## config.mk

```make
export PLATFORM = sky130hd
export DESIGN_NAME = fpga_axil_apb_bridge
export DESIGN_NICKNAME = d
export VERILOG_FILES = /design/src/rtl/fpga_bridge_pkg.sv /design/src/rtl/fpga_axil_apb_bridge.sv
export SDC_FILE = /design/constraint.sdc
export NUM_CORES = 1
export LEC_CHECK = 0
export CAP_MARGIN = 20
export CORE_ASPECT_RATIO = 0.6
export CORE_MARGIN = 3
export CORE_UTILIZATION = 37
export DETAILED_ROUTE_END_ITERATION = 16
export PLACE_DENSITY_LB_ADDON = 0.12
export SKIP_LAST_GASP = 1
export SLEW_MARGIN = 10
export SYNTH_ARGS = -nofsm -noshare
export SYNTH_HDL_FRONTEND = slang
export SYNTH_SLANG_ARGS = --single-unit
```

## constraint.sdc

```tcl
create_clock -name core_clk -period 2.3 [get_ports core_clk]
set_input_delay 0.46 -clock core_clk [delete_from_list [all_inputs] [get_ports core_clk]]
set_output_delay 0.46 -clock core_clk [all_outputs]
set_load 0.01 [all_outputs]
```

## src/rtl/fpga_bridge_pkg.sv

```systemverilog
// Shared types and constants for the FPGA AXI4-Lite to APB bridge.
package fpga_bridge_pkg;

    typedef enum logic [1:0] {
        IDLE   = 2'd0,
        SETUP  = 2'd1,
        ACCESS = 2'd2,
        RESP   = 2'd3
    } bridge_state_e;

    localparam logic [1:0] AXI_RESP_OKAY   = 2'b00;
    localparam logic [1:0] AXI_RESP_SLVERR = 2'b10;

endpackage

```

## src/rtl/fpga_axil_apb_bridge.sv

```systemverilog
// AXI4-Lite slave to APB master bridge, one transaction outstanding.
// Writes and reads alternate on collision; a stuck APB slave is aborted
// after TIMEOUT_CYCLES ACCESS cycles with SLVERR.
module fpga_axil_apb_bridge
    import fpga_bridge_pkg::*;
#(
    parameter int ADDR_W         = 32,
    parameter int DATA_W         = 32,
    parameter int USER_W         = 32,
    parameter int TIMEOUT_CYCLES = 256
) (
    input  logic              core_clk,
    input  logic              cptra_rst_b,

    input  logic [ADDR_W-1:0] s_axi_awaddr,
    input  logic [2:0]        s_axi_awprot,
    input  logic              s_axi_awvalid,
    output logic              s_axi_awready,
    input  logic [DATA_W-1:0] s_axi_wdata,
    input  logic [3:0]        s_axi_wstrb,
    input  logic              s_axi_wvalid,
    output logic              s_axi_wready,
    output logic [1:0]        s_axi_bresp,
    output logic              s_axi_bvalid,
    input  logic              s_axi_bready,

    input  logic [ADDR_W-1:0] s_axi_araddr,
    input  logic [2:0]        s_axi_arprot,
    input  logic              s_axi_arvalid,
    output logic              s_axi_arready,
    output logic [DATA_W-1:0] s_axi_rdata,
    output logic [1:0]        s_axi_rresp,
    output logic              s_axi_rvalid,
    input  logic              s_axi_rready,

    input  logic [USER_W-1:0] pauser_i,

    output logic [ADDR_W-1:0] PADDR,
    output logic              PSEL,
    output logic              PENABLE,
    output logic              PWRITE,
    output logic [DATA_W-1:0] PWDATA,
    output logic [2:0]        PPROT,
    output logic [USER_W-1:0] PAUSER,
    input  logic [DATA_W-1:0] PRDATA,
    input  logic              PREADY,
    input  logic              PSLVERR
);

    localparam int              CNT_W    = $clog2(TIMEOUT_CYCLES + 1);
    localparam logic [CNT_W-1:0] CNT_LAST = CNT_W'(TIMEOUT_CYCLES - 1);

    bridge_state_e    state;
    logic             prio_write;   // 1: write wins the next collision
    logic [CNT_W-1:0] access_cnt;
    logic [1:0]       resp;
    logic             wr_elig;
    logic             rd_elig;
    logic             wr_go;
    logic             rd_go;

    // Acceptance is decided combinationally so ready coincides with valid;
    // reset gating keeps the readies low while reset is held.
    assign wr_elig = s_axi_awvalid & s_axi_wvalid;
    assign rd_elig = s_axi_arvalid;
    assign wr_go   = cptra_rst_b & (state == IDLE) & wr_elig & (prio_write | ~rd_elig);
    assign rd_go   = cptra_rst_b & (state == IDLE) & rd_elig & ~wr_go;

    assign s_axi_awready = wr_go;
    assign s_axi_wready  = wr_go;
    assign s_axi_arready = rd_go;
    assign s_axi_bresp   = resp;
    assign s_axi_rresp   = resp;

    // Bridge FSM: capture on acceptance, APB setup/access, hold response until taken.
    always_ff @(posedge core_clk or negedge cptra_rst_b) begin
        if (!cptra_rst_b) begin
            state        <= IDLE;
            prio_write   <= 1'b1;
            access_cnt   <= '0;
            resp         <= AXI_RESP_OKAY;
            s_axi_rdata  <= '0;
            s_axi_bvalid <= 1'b0;
            s_axi_rvalid <= 1'b0;
            PSEL         <= 1'b0;
            PENABLE      <= 1'b0;
            PWRITE       <= 1'b0;
            PADDR        <= '0;
            PWDATA       <= '0;
            PPROT        <= '0;
            PAUSER       <= '0;
        end else begin
            case (state)
                IDLE: begin
                    if (wr_go) begin
                        PADDR      <= s_axi_awaddr;
                        PPROT      <= s_axi_awprot;
                        PWDATA     <= s_axi_wdata;
                        PAUSER     <= pauser_i;
                        PWRITE     <= 1'b1;
                        prio_write <= 1'b0;
                        if (s_axi_wstrb != 4'hF) begin
                            // Partial writes cannot be expressed on this APB port
                            resp         <= AXI_RESP_SLVERR;
                            s_axi_bvalid <= 1'b1;
                            state        <= RESP;
                        end else begin
                            PSEL  <= 1'b1;
                            state <= SETUP;
                        end
                    end else if (rd_go) begin
                        PADDR      <= s_axi_araddr;
                        PPROT      <= s_axi_arprot;
                        PAUSER     <= pauser_i;
                        PWRITE     <= 1'b0;
                        prio_write <= 1'b1;
                        PSEL       <= 1'b1;
                        state      <= SETUP;
                    end
                end
                SETUP: begin
                    PENABLE    <= 1'b1;
                    access_cnt <= '0;
                    state      <= ACCESS;
                end
                ACCESS: begin
                    if (PREADY) begin
                        PSEL    <= 1'b0;
                        PENABLE <= 1'b0;
                        resp    <= PSLVERR ? AXI_RESP_SLVERR : AXI_RESP_OKAY;
                        if (PWRITE) begin
                            s_axi_bvalid <= 1'b1;
                        end else begin
                            s_axi_rdata  <= PRDATA;
                            s_axi_rvalid <= 1'b1;
                        end
                        state <= RESP;
                    end else if (access_cnt == CNT_LAST) begin
                        PSEL    <= 1'b0;
                        PENABLE <= 1'b0;
                        resp    <= AXI_RESP_SLVERR;
                        if (PWRITE) begin
                            s_axi_bvalid <= 1'b1;
                        end else begin
                            s_axi_rdata  <= '0;
                            s_axi_rvalid <= 1'b1;
                        end
                        state <= RESP;
                    end else begin
                        access_cnt <= access_cnt + CNT_W'(1);
                    end
                end
                RESP: begin
                    if ((s_axi_bvalid & s_axi_bready) | (s_axi_rvalid & s_axi_rready)) begin
                        s_axi_bvalid <= 1'b0;
                        s_axi_rvalid <= 1'b0;
                        state        <= IDLE;
                    end
                end
                default: state <= IDLE;
            endcase
        end
    end

endmodule

```

## After elaboration in Yosys (flattened, before gate mapping)

Index checks and enable logic that the tools add are counted.

| operators by class | value |
|---|---|
| equal/unequal tests | 15 |
| add/sub/neg operators | 1 |
| reduce and logical (&&, ||, !) cells | 17 |
| muxes and demuxes | 47 |
| bitwise gates (word level) | 12 |

Operators with widths:

| cell | number |
|---|---|
| $mux W32 | 8 |
| $mux W2 | 11 |
| $mux W9 | 2 |
| $pmux W9 S2 | 1 |
| $mux W1 | 17 |
| $ne A2 B2 Y1 const B | 6 |
| $reduce_and A4 Y1 | 3 |
| $reduce_bool A2 Y1 | 5 |
| $add A9 B1 Y9 const B | 1 |
| $eq A9 B8 Y1 const B | 1 |
| $ne A3 B3 Y1 const B | 3 |
| $reduce_and A3 Y1 | 3 |
| $and A1 B1 Y1 | 8 |
| $pmux W2 S4 | 1 |
| $mux W3 | 2 |
| $pmux W1 S2 | 3 |
| $reduce_and A2 Y1 | 3 |
| $reduce_and A5 Y1 | 1 |
| $eq A2 B2 Y1 const B | 2 |
| $ne A4 B4 Y1 const B | 1 |
| $pmux W2 S2 | 1 |
| $pmux W1 S3 | 1 |
| $reduce_bool A3 Y1 | 1 |
| $eq A2 B1 Y1 const B | 1 |
| 4 further kinds | 6 |

| storage, ports and cells | value |
|---|---|
| flip-flop bits (word level) | 150 |
| input bits | 179 |
| word-level logic and storage cells | 106 |

## Depth between registers and ports, before layout

Gate-level depths: netlist of run 1.

| depth | value |
|---|---|
| word-level depth | 9 |
| gate-level depth with buffers | 10 |
| depth with buffers taken out | 8 |

## Worst setup path after synthesis of run 1

OpenSTA, ideal clock, no wires.

| timing path | value |
|---|---|
| kind | register -> output |
| start point | register state[0] |
| end point | output port s_axi_wready |
| data required time | 1.840 ns |
| stages on the path, launching flop included | 10 |
| slack | 0.115 ns |
| data arrival time | 1.725 ns |
| cells stage by stage | dfrtp_1 inv_1 ha_1 nand4_1 or2_1 buf_6 inv_1 buf_4 buf_2 buf_4 |

| on the way | value |
|---|---|
| cells in the longest elaborated chain, start to end | 4 |

RTL lines:

| element | line | RTL |
|---|---|---|
| from (decl) | fpga_axil_apb_bridge.sv:53 | `bridge_state_e state;` |
| from (signal assigned) | fpga_axil_apb_bridge.sv:78 | `state <= IDLE;` |
| from (signal assigned) | fpga_axil_apb_bridge.sv:106 | `state <= RESP;` |
| from (signal assigned) | fpga_axil_apb_bridge.sv:109 | `state <= SETUP;` |
| $logic_not A2 Y1 | fpga_axil_apb_bridge.sv:66 | `assign wr_go = cptra_rst_b & (state == IDLE) & wr_elig & (prio_write \| ~rd_elig);` |
| $and A1 B1 Y1 (3 in a row) | fpga_axil_apb_bridge.sv:66 |  |
| to (decl) | fpga_axil_apb_bridge.sv:22 | `output logic s_axi_wready,` |

Every way passes these cells.

## Final worst setup path of run 1

Same ends and word-level chain as after synthesis.

==> impl_results.md, run 1 <==
* Outcome: finished, final reports clean
* Post-CTS setup buffer count at 0
* Synth Cell Area at 6420 sq um
* Vias per std cell at 4.92
* Worst-case clock skew at between 0.01 and 0.015 ns
* Total Power at 13100 uW
* # rows at 36
* Hold Buf Count CTS at 0
* Grt ovf at 0
* Setup TNS Final at 0 ns
* First-pass GRT wire length at 32300 um
* Met1 usage at a little over a quarter
* Largest net degree at the start of global routing at between 70 and 80
* Drt first pass iters at 4
* Worst hold path class: in2async
* Cell count of the worst reg-to-reg path at 8
* Netlist cell types at 48
* # fillers at about 1.3k
* Final Hold Viols at 0
* Met3 Usage GRT at 7.75%
* Relative slew slack at between 30% and 40%
* CP endpoint kind: primary output
* Worst Path Required at 1.84 ns
* Worst path max stage delay at around 0.4 ns
* Cell type with the highest aggregate area in the netlist: dfrtp_1
* RSZ-0062 raised after global routing: false
* Crit path max fanout at 3
* Synth top area cells: dfrtp_1 (58%), mux2_4 (6.8%), nand2_1 (6.5%)
* Fin crit period at ~2.1 ns
* Avg Cell Area, Syn at 11.6 sq um
* Synth Flop Type: dfrtp_1
* Die Area at ~19000 sq um
* CTS Buffer Depth at 2
* Top cell family by delay on the critical path: flip-flops
* Initial Utilization at roughly 39%
* YS warnings at 0
* WP data arrival at 1.69 ns
* Root Buffer Master: clkbuf_16
* Worst setup margin at 0.150 ns
* Iter 0 DRT Violations at approximately 400
* Final nets at 1066
* Peak supply drop at about 0.00051 V
* Share of layout cells above drive strength 1 at around 16%
* Top-count cell post-synth: dfrtp_1
* Port bufs at around 320
* Final wirelength at approximately 21000 um
* Design area at 10600 sq um
* Finished Core Util at approximately 64%
* # setup viols final at 0
* Met2 Use GR at between 30% and 40%
* Area after DPL at slightly below 10000 sq um
* Worst Path Buf+Inv at 3
* Seq/Total Area, Yosys at 58.1%
* TritonCTS clock tree: built
* Fmax at ~470 MHz
* Grt peak-use layer: met2
* Core area at approximately 17000 sq um
* Clock sink total at roughly 150
* Vias in the first global route at 5837
* Worst-path clk slew at approximately 0.060 ns
* Synth Instances at 554
* DRC viols at 0
* ANT cells at 0
* Antenna viol nets, final at 0
* Num CTS Buffers at 17
* Per-cell routed wire length at roughly 18 um
* Worst Setup EP: s_axi_wready
* IO Count at roughly 320
* CP Depth at 6
* Worst slack, placed at -0.117 ns
* Reg-to-reg slack, setup at between 0.15 and 0.2 ns
* Initial antenna violation count at 1
* Layout area overhead at 64.6%
* Pwr dens at between 1000 and 1500 nW/um^2
* Period utilization at around 93%
* Share of the synthesized area in the top cell type at 57.7%
* Detailed placer's ending HPWL at around 15000 um
* Cell Chain, Critical Path: inv_1, ha_2, nand4_1, or2_1, inv_2, clkbuf_2
* Ys async rst share at 100%
* CP Launch Type: flip-flop
* Tot GR Track Use at ~22%
* GPL Wtd Cong at slightly above 0.8
* Slowest CP cell: dfrtp_1
* Post-synth top cells: dfrtp_1 (148), nand2_1 (111), o21ai_0 (74)
* Number of synthesized flops with an enable pin at 0
* Critical Path Source: state[0]
* Worst slew pin tran at about 0.97 ns
* Kind of critical path: reg2out
* Worst reg2reg path endpoint: access_cnt[6]
* Die X at roughly 180 um
* Skew-Pair Late Insertion Delay at 0.42 ns
* RR Startpoint: access_cnt[1]
* H-tree levels at 4
* Pleak at 0.00454 uW
* Pins Over Slew Limit at 0
* Vias at roughly 5.5k
* #FFs+latches synth at 149
* Max-cap viol count at 0
* Height of the die at approximately 110 um
where the power goes:
part	switching [uW]	total, uW	leakage (uW)	internal, uW
combinational	2320	5640	0.00238	3320
sequential	708	4500	0.00185	3800
clock	1150	2930	0.000305	1780
state kept, by name, indices dropped and copies added, names as in the netlist:
| signal | count |
|---|---|
| PADDR | 32 |
| s_axi_bresp | 1 |
| s_axi_rdata | 32 |
| PAUSER | 32 |
| prio_write | 1 |
| PPROT | 3 |
| state | 2 |
| access_cnt | 9 |
| PWRITE | 1 |
| PSEL | 1 |
| PWDATA | 32 |
| PENABLE | 1 |
| s_axi_bvalid | 1 |
| s_axi_rvalid | 1 |
final cells by class:
cell class / instances / area (sq um) / area share [%]
clock inverter: 13 / 169 / 1.60
tap: 228 / 285 / 2.70
clock buffer: 19 / 453 / 4.29
multi-input combinational: 357 / 2450 / 23.1
timing repair buffer: 349 / 3450 / 32.7
sequential: 149 / 3730 / 35.3
inverter: 8 / 30.0 / 0.284
cell usage in the layout, fill, tap and decap left out, types with 3 or more instances in the layout:
cell	instances
o31ai_1	3
nor2_1	8
mux2_4	29
o21ai_0	74
a22o_1	3
buf_12	4
a22oi_1	35
nand2_1	111
clkbuf_2	3
clkdlybuf4s50_1	315
dfrtp_1	148
inv_6	4
clkinv_4	3
buf_4	26
ha_1	4
a21oi_1	8
o2bb2ai_1	3
mux2_2	36
bufinv_16	3
nand3_1	3
clkbuf_16	17
inv_1	6
o22ai_1	3
through the flow:
stage	hold slack, ns	instances
floorplan	0.164	555
global placement	0.463	1091
detailed placement	0.474	1091
CTS	0.110	1123
global route	0.141	1123
finish	0.108	1123
per-layer routing:
| metal | part of all wire, % | vias up |
|---|---|---|
| met5 | 0.063 | - |
| met4 | 1.5 | 2 |
| met3 | 7.9 | 24 |
| met2 | 49 | 218 |
| met1 | 41 | 2698 |
| li1 | - | 2586 |
logic make-up (layout without fill, tap and decap cells):
family	count (synthesis)	in the layout	share of synthesized area (%)
AND/OR/NAND/NOR	141	141	9.14
flip-flops	149	149	58.1
adder cells (fa/ha/maj)	5	5	0.974
XOR/XNOR	2	2	0.273
AO/OA/AOI/OAI	142	142	13.8
multiplexers	65	65	13.1
buffers and inverters	49	389	4.58
other	1	2	0.0584
worst reg2reg max path: cells and delay by family (launching register included):
kind            cells  cell delay [ns]
simple gates        5             1.02
fa+ha+maj           2             0.44
flops               1             0.42
compound gates      1             0.15
worst min path at each step:
stage | start | slack (ns) | to
2_1_floorplan | cptra_rst_b | 0.16 | PADDR[0]
3_3_place_gp | s_axi_rdata[22] | 0.46 | s_axi_rdata[22]
3_5_place_dp | s_axi_rdata[17] | 0.47 | s_axi_rdata[17]
4_1_cts | cptra_rst_b | 0.11 | s_axi_rdata[12]
5_1_grt | cptra_rst_b | 0.14 | s_axi_rdata[12]
6_report | cptra_rst_b | 0.11 | s_axi_rdata[12]
repair_timing:
item,4_1_cts,5_1_grt
setup endpoints to repair,3,41
resized for setup,7,7
pin swaps,0,1
(Power assumes the default switching activity.)
==> run 2, diff against run 1 <==
Settings changed: SKIP_LAST_GASP 1 to not set.
==> run 2 against run 1 <==
  * Fmax down 3.3%
  * Clock skew about the same
  * Final cell count up 0.27%
  * Non-clock buffer count up 3
  * Combinational power up 0.7%
  * Critical path depth unchanged
  * Final area up 0.38%
  * Core utilization up 0.24 points
  * Largest cell class unchanged
  * Global-route usage unchanged
==> impl_results.md, run 2 (synthesis gave the netlist of run 1 again) <==
* Outcome: finished, final reports clean
* CP endpoint kind: primary output
* Final Hold Viols at 0 (unchanged)
* Worst path max stage delay at 0.40 ns (about the same)
* CP Launch Type: flip-flop
* Grt ovf at 0 (unchanged)
* Max-cap viol count at 0 (unchanged)
* Tot GR Track Use at 21.9% (unchanged)
* Period utilization at 96.6% (+3.2 points)
* Root Buffer Master: clkbuf_16
* Worst setup margin at 0.0772 ns (-0.0729 ns)
* Vias in the first global route at 5837 (unchanged)
* Height of the die at 108 um (unchanged)
* Skew-Pair Late Insertion Delay at 0.43 ns (about the same)
* H-tree levels at 4 (unchanged)
* DRC viols at 0 (unchanged)
* TritonCTS clock tree: built
* Most frequent cells in the layout: clkdlybuf4s50_1 (315), dfrtp_1 (148), nand2_1 (111), o21ai_0 (74), mux2_2 (36)
* Relative slew slack at 35.3% (about the same)
* Fmax at 450 MHz (-3.3%)
* Detailed placer's ending HPWL at 15400 um (unchanged)
* Per-cell routed wire length at 18.5 um (+0.18%)
* First-pass GRT wire length at 32300 um (unchanged)
* Cell Chain, Critical Path: inv_2, ha_2, buf_4, nand3_2, a31oi_4, clkdlybuf4s15_1
* Antenna viol nets, final at 0 (unchanged)
* Die X at 176 um (unchanged)
* ANT cells at 0 (unchanged)
* Fin crit period at 2.22 ns (+0.0729 ns)
* Crit path max fanout at 6 (+3)
* Final wirelength at 20800 um (+0.44%)
* Largest net degree at the start of global routing at 76 (unchanged)
* Num CTS Buffers at 17 (unchanged)
* Pins Over Slew Limit at 0 (unchanged)
* GPL Wtd Cong at 0.824 (unchanged)
* Sequential cell area at 3730 sq um (unchanged)
* Final nets at 1069 (+0.28%)
* Area after DPL at 9930 sq um (unchanged)
* Clock sink total at 149 (unchanged)
* # rows at 36 (unchanged)
* Kind of critical path: reg2out
* Multi-input gate area at 2450 sq um (unchanged)
* Worst slack, placed at -0.117 ns (unchanged)
* Worst-path clk slew at 0.06 ns (about the same)
* Initial Utilization at 38.6% (unchanged)
* Worst-case clock skew at 0.0138 ns (-0.000478 ns)
* Initial antenna violation count at 1 (unchanged)
* # setup viols final at 0 (unchanged)
* Port bufs at 319 (unchanged)
* Core area at 16600 sq um (unchanged)
* Vias at 5544 (+0.29%)
* Iter 0 DRT Violations at 347 (-13%)
* Share of layout cells above drive strength 1 at 16.5% (+0.39 points)
* Worst Path Required at 1.84 ns (about the same)
* CTS Buffer Depth at 2 (unchanged)
* Top cell family by delay on the critical path: buffers and inverters
* Slowest CP cell: dfrtp_1
* WP data arrival at 1.76 ns (+0.07 ns)
* IO Count at 322 (unchanged)
* Vias per std cell at 4.92 (about the same)
* Final hold slack at 0.105 ns (-0.00267 ns)
* Design area at 10600 sq um (+0.38%)
* Worst Path Buf+Inv at 3 (unchanged)
* Layout area overhead at 65.2%
* Worst hold path class: in2async
* Pwr dens at 1240 nW/um^2 (about the same)
* Worst slew pin tran at 0.971 ns (-0.000278 ns)
* Drt first pass iters at 5 (+1)
* Peak supply drop at 0.000510 V (+0.84%)
* Setup TNS Final at 0 ns (unchanged)
* Most common cell after layout, fill and taps aside: clkdlybuf4s50_1
* Total Power at 13100 uW (+0.34%)
* Pleak at 0.00455 uW (+0.25%)
* # fillers at 1292 (-0.23%)
* Die Area at 19000 sq um (unchanged)
run 2: layer usage:
metal / routed length [um] / GRT usage (%) / up-vias
li1: - / - / 2591
met1: 8620 / 27.4 / 2717
met2: 10200 / 36.1 / 212
met3: 1630 / 7.75 / 22
met4: 313 / 5.99 / 2
met5: 13 / 0 / -
run 2: layout make-up:
class,instances,area share (%)
sequential,149,35.2
timing repair buffer,352,32.9
multi-input combinational,357,23.1
clock buffer,19,4.27
tap,228,2.69
clock inverter,13,1.59
inverter,8,0.283
run 2: worst paths after layout:
check / start / endpoint / slack, ns / cells after the start
setup / recovery: state[0] / s_axi_arready / 0.08 / 6
hold / removal: cptra_rst_b / s_axi_rdata[12] / 0.11 / 2
setup reg to reg: access_cnt[1] / access_cnt[7] / 0.20 / 8
hold reg to reg: s_axi_rdata[24] / s_axi_rdata[24] / 0.48 / 2
max in group asynchronous: cptra_rst_b / access_cnt[1] / 0.82 / 3
min in group core_clk: s_axi_rdata[24] / s_axi_rdata[24] / 0.48 / 2
run 2: timing repair:
action / in CTS / in global routing
endpoints found under the setup margin: 3 / 41
buffers inserted: 0 / 3
hold buffers: 0 / 0
pin swaps: 0 / 1
resized for setup: 9 / 6
cloned: 0 / 0
run 2: worst reg2reg max path: stages, from the launching register on:
cell       delay (ns)
dfrtp_1          0.42
ha_1             0.24
nand3_1          0.13
nor3_2           0.07
ha_1             0.20
or2_4            0.33
a2111oi_4        0.39
xnor2_1          0.16
nor2_1           0.06
run 2: report_power, final:
part / internal (uW) / total (uW) / switching, uW
sequential: 3800 / 4500 / 705
clock: 1780 / 2930 / 1150
combinational: 3350 / 5680 / 2330
total: 8920 / 13100 / 4190
run 2: per-stage QoR:
stage	cells	util [%]
global route	1126	63.8
detailed placement	1091	59.7
finish	1126	63.8
floorplan	555	-
CTS	1123	63.5
global placement	1091	59.7
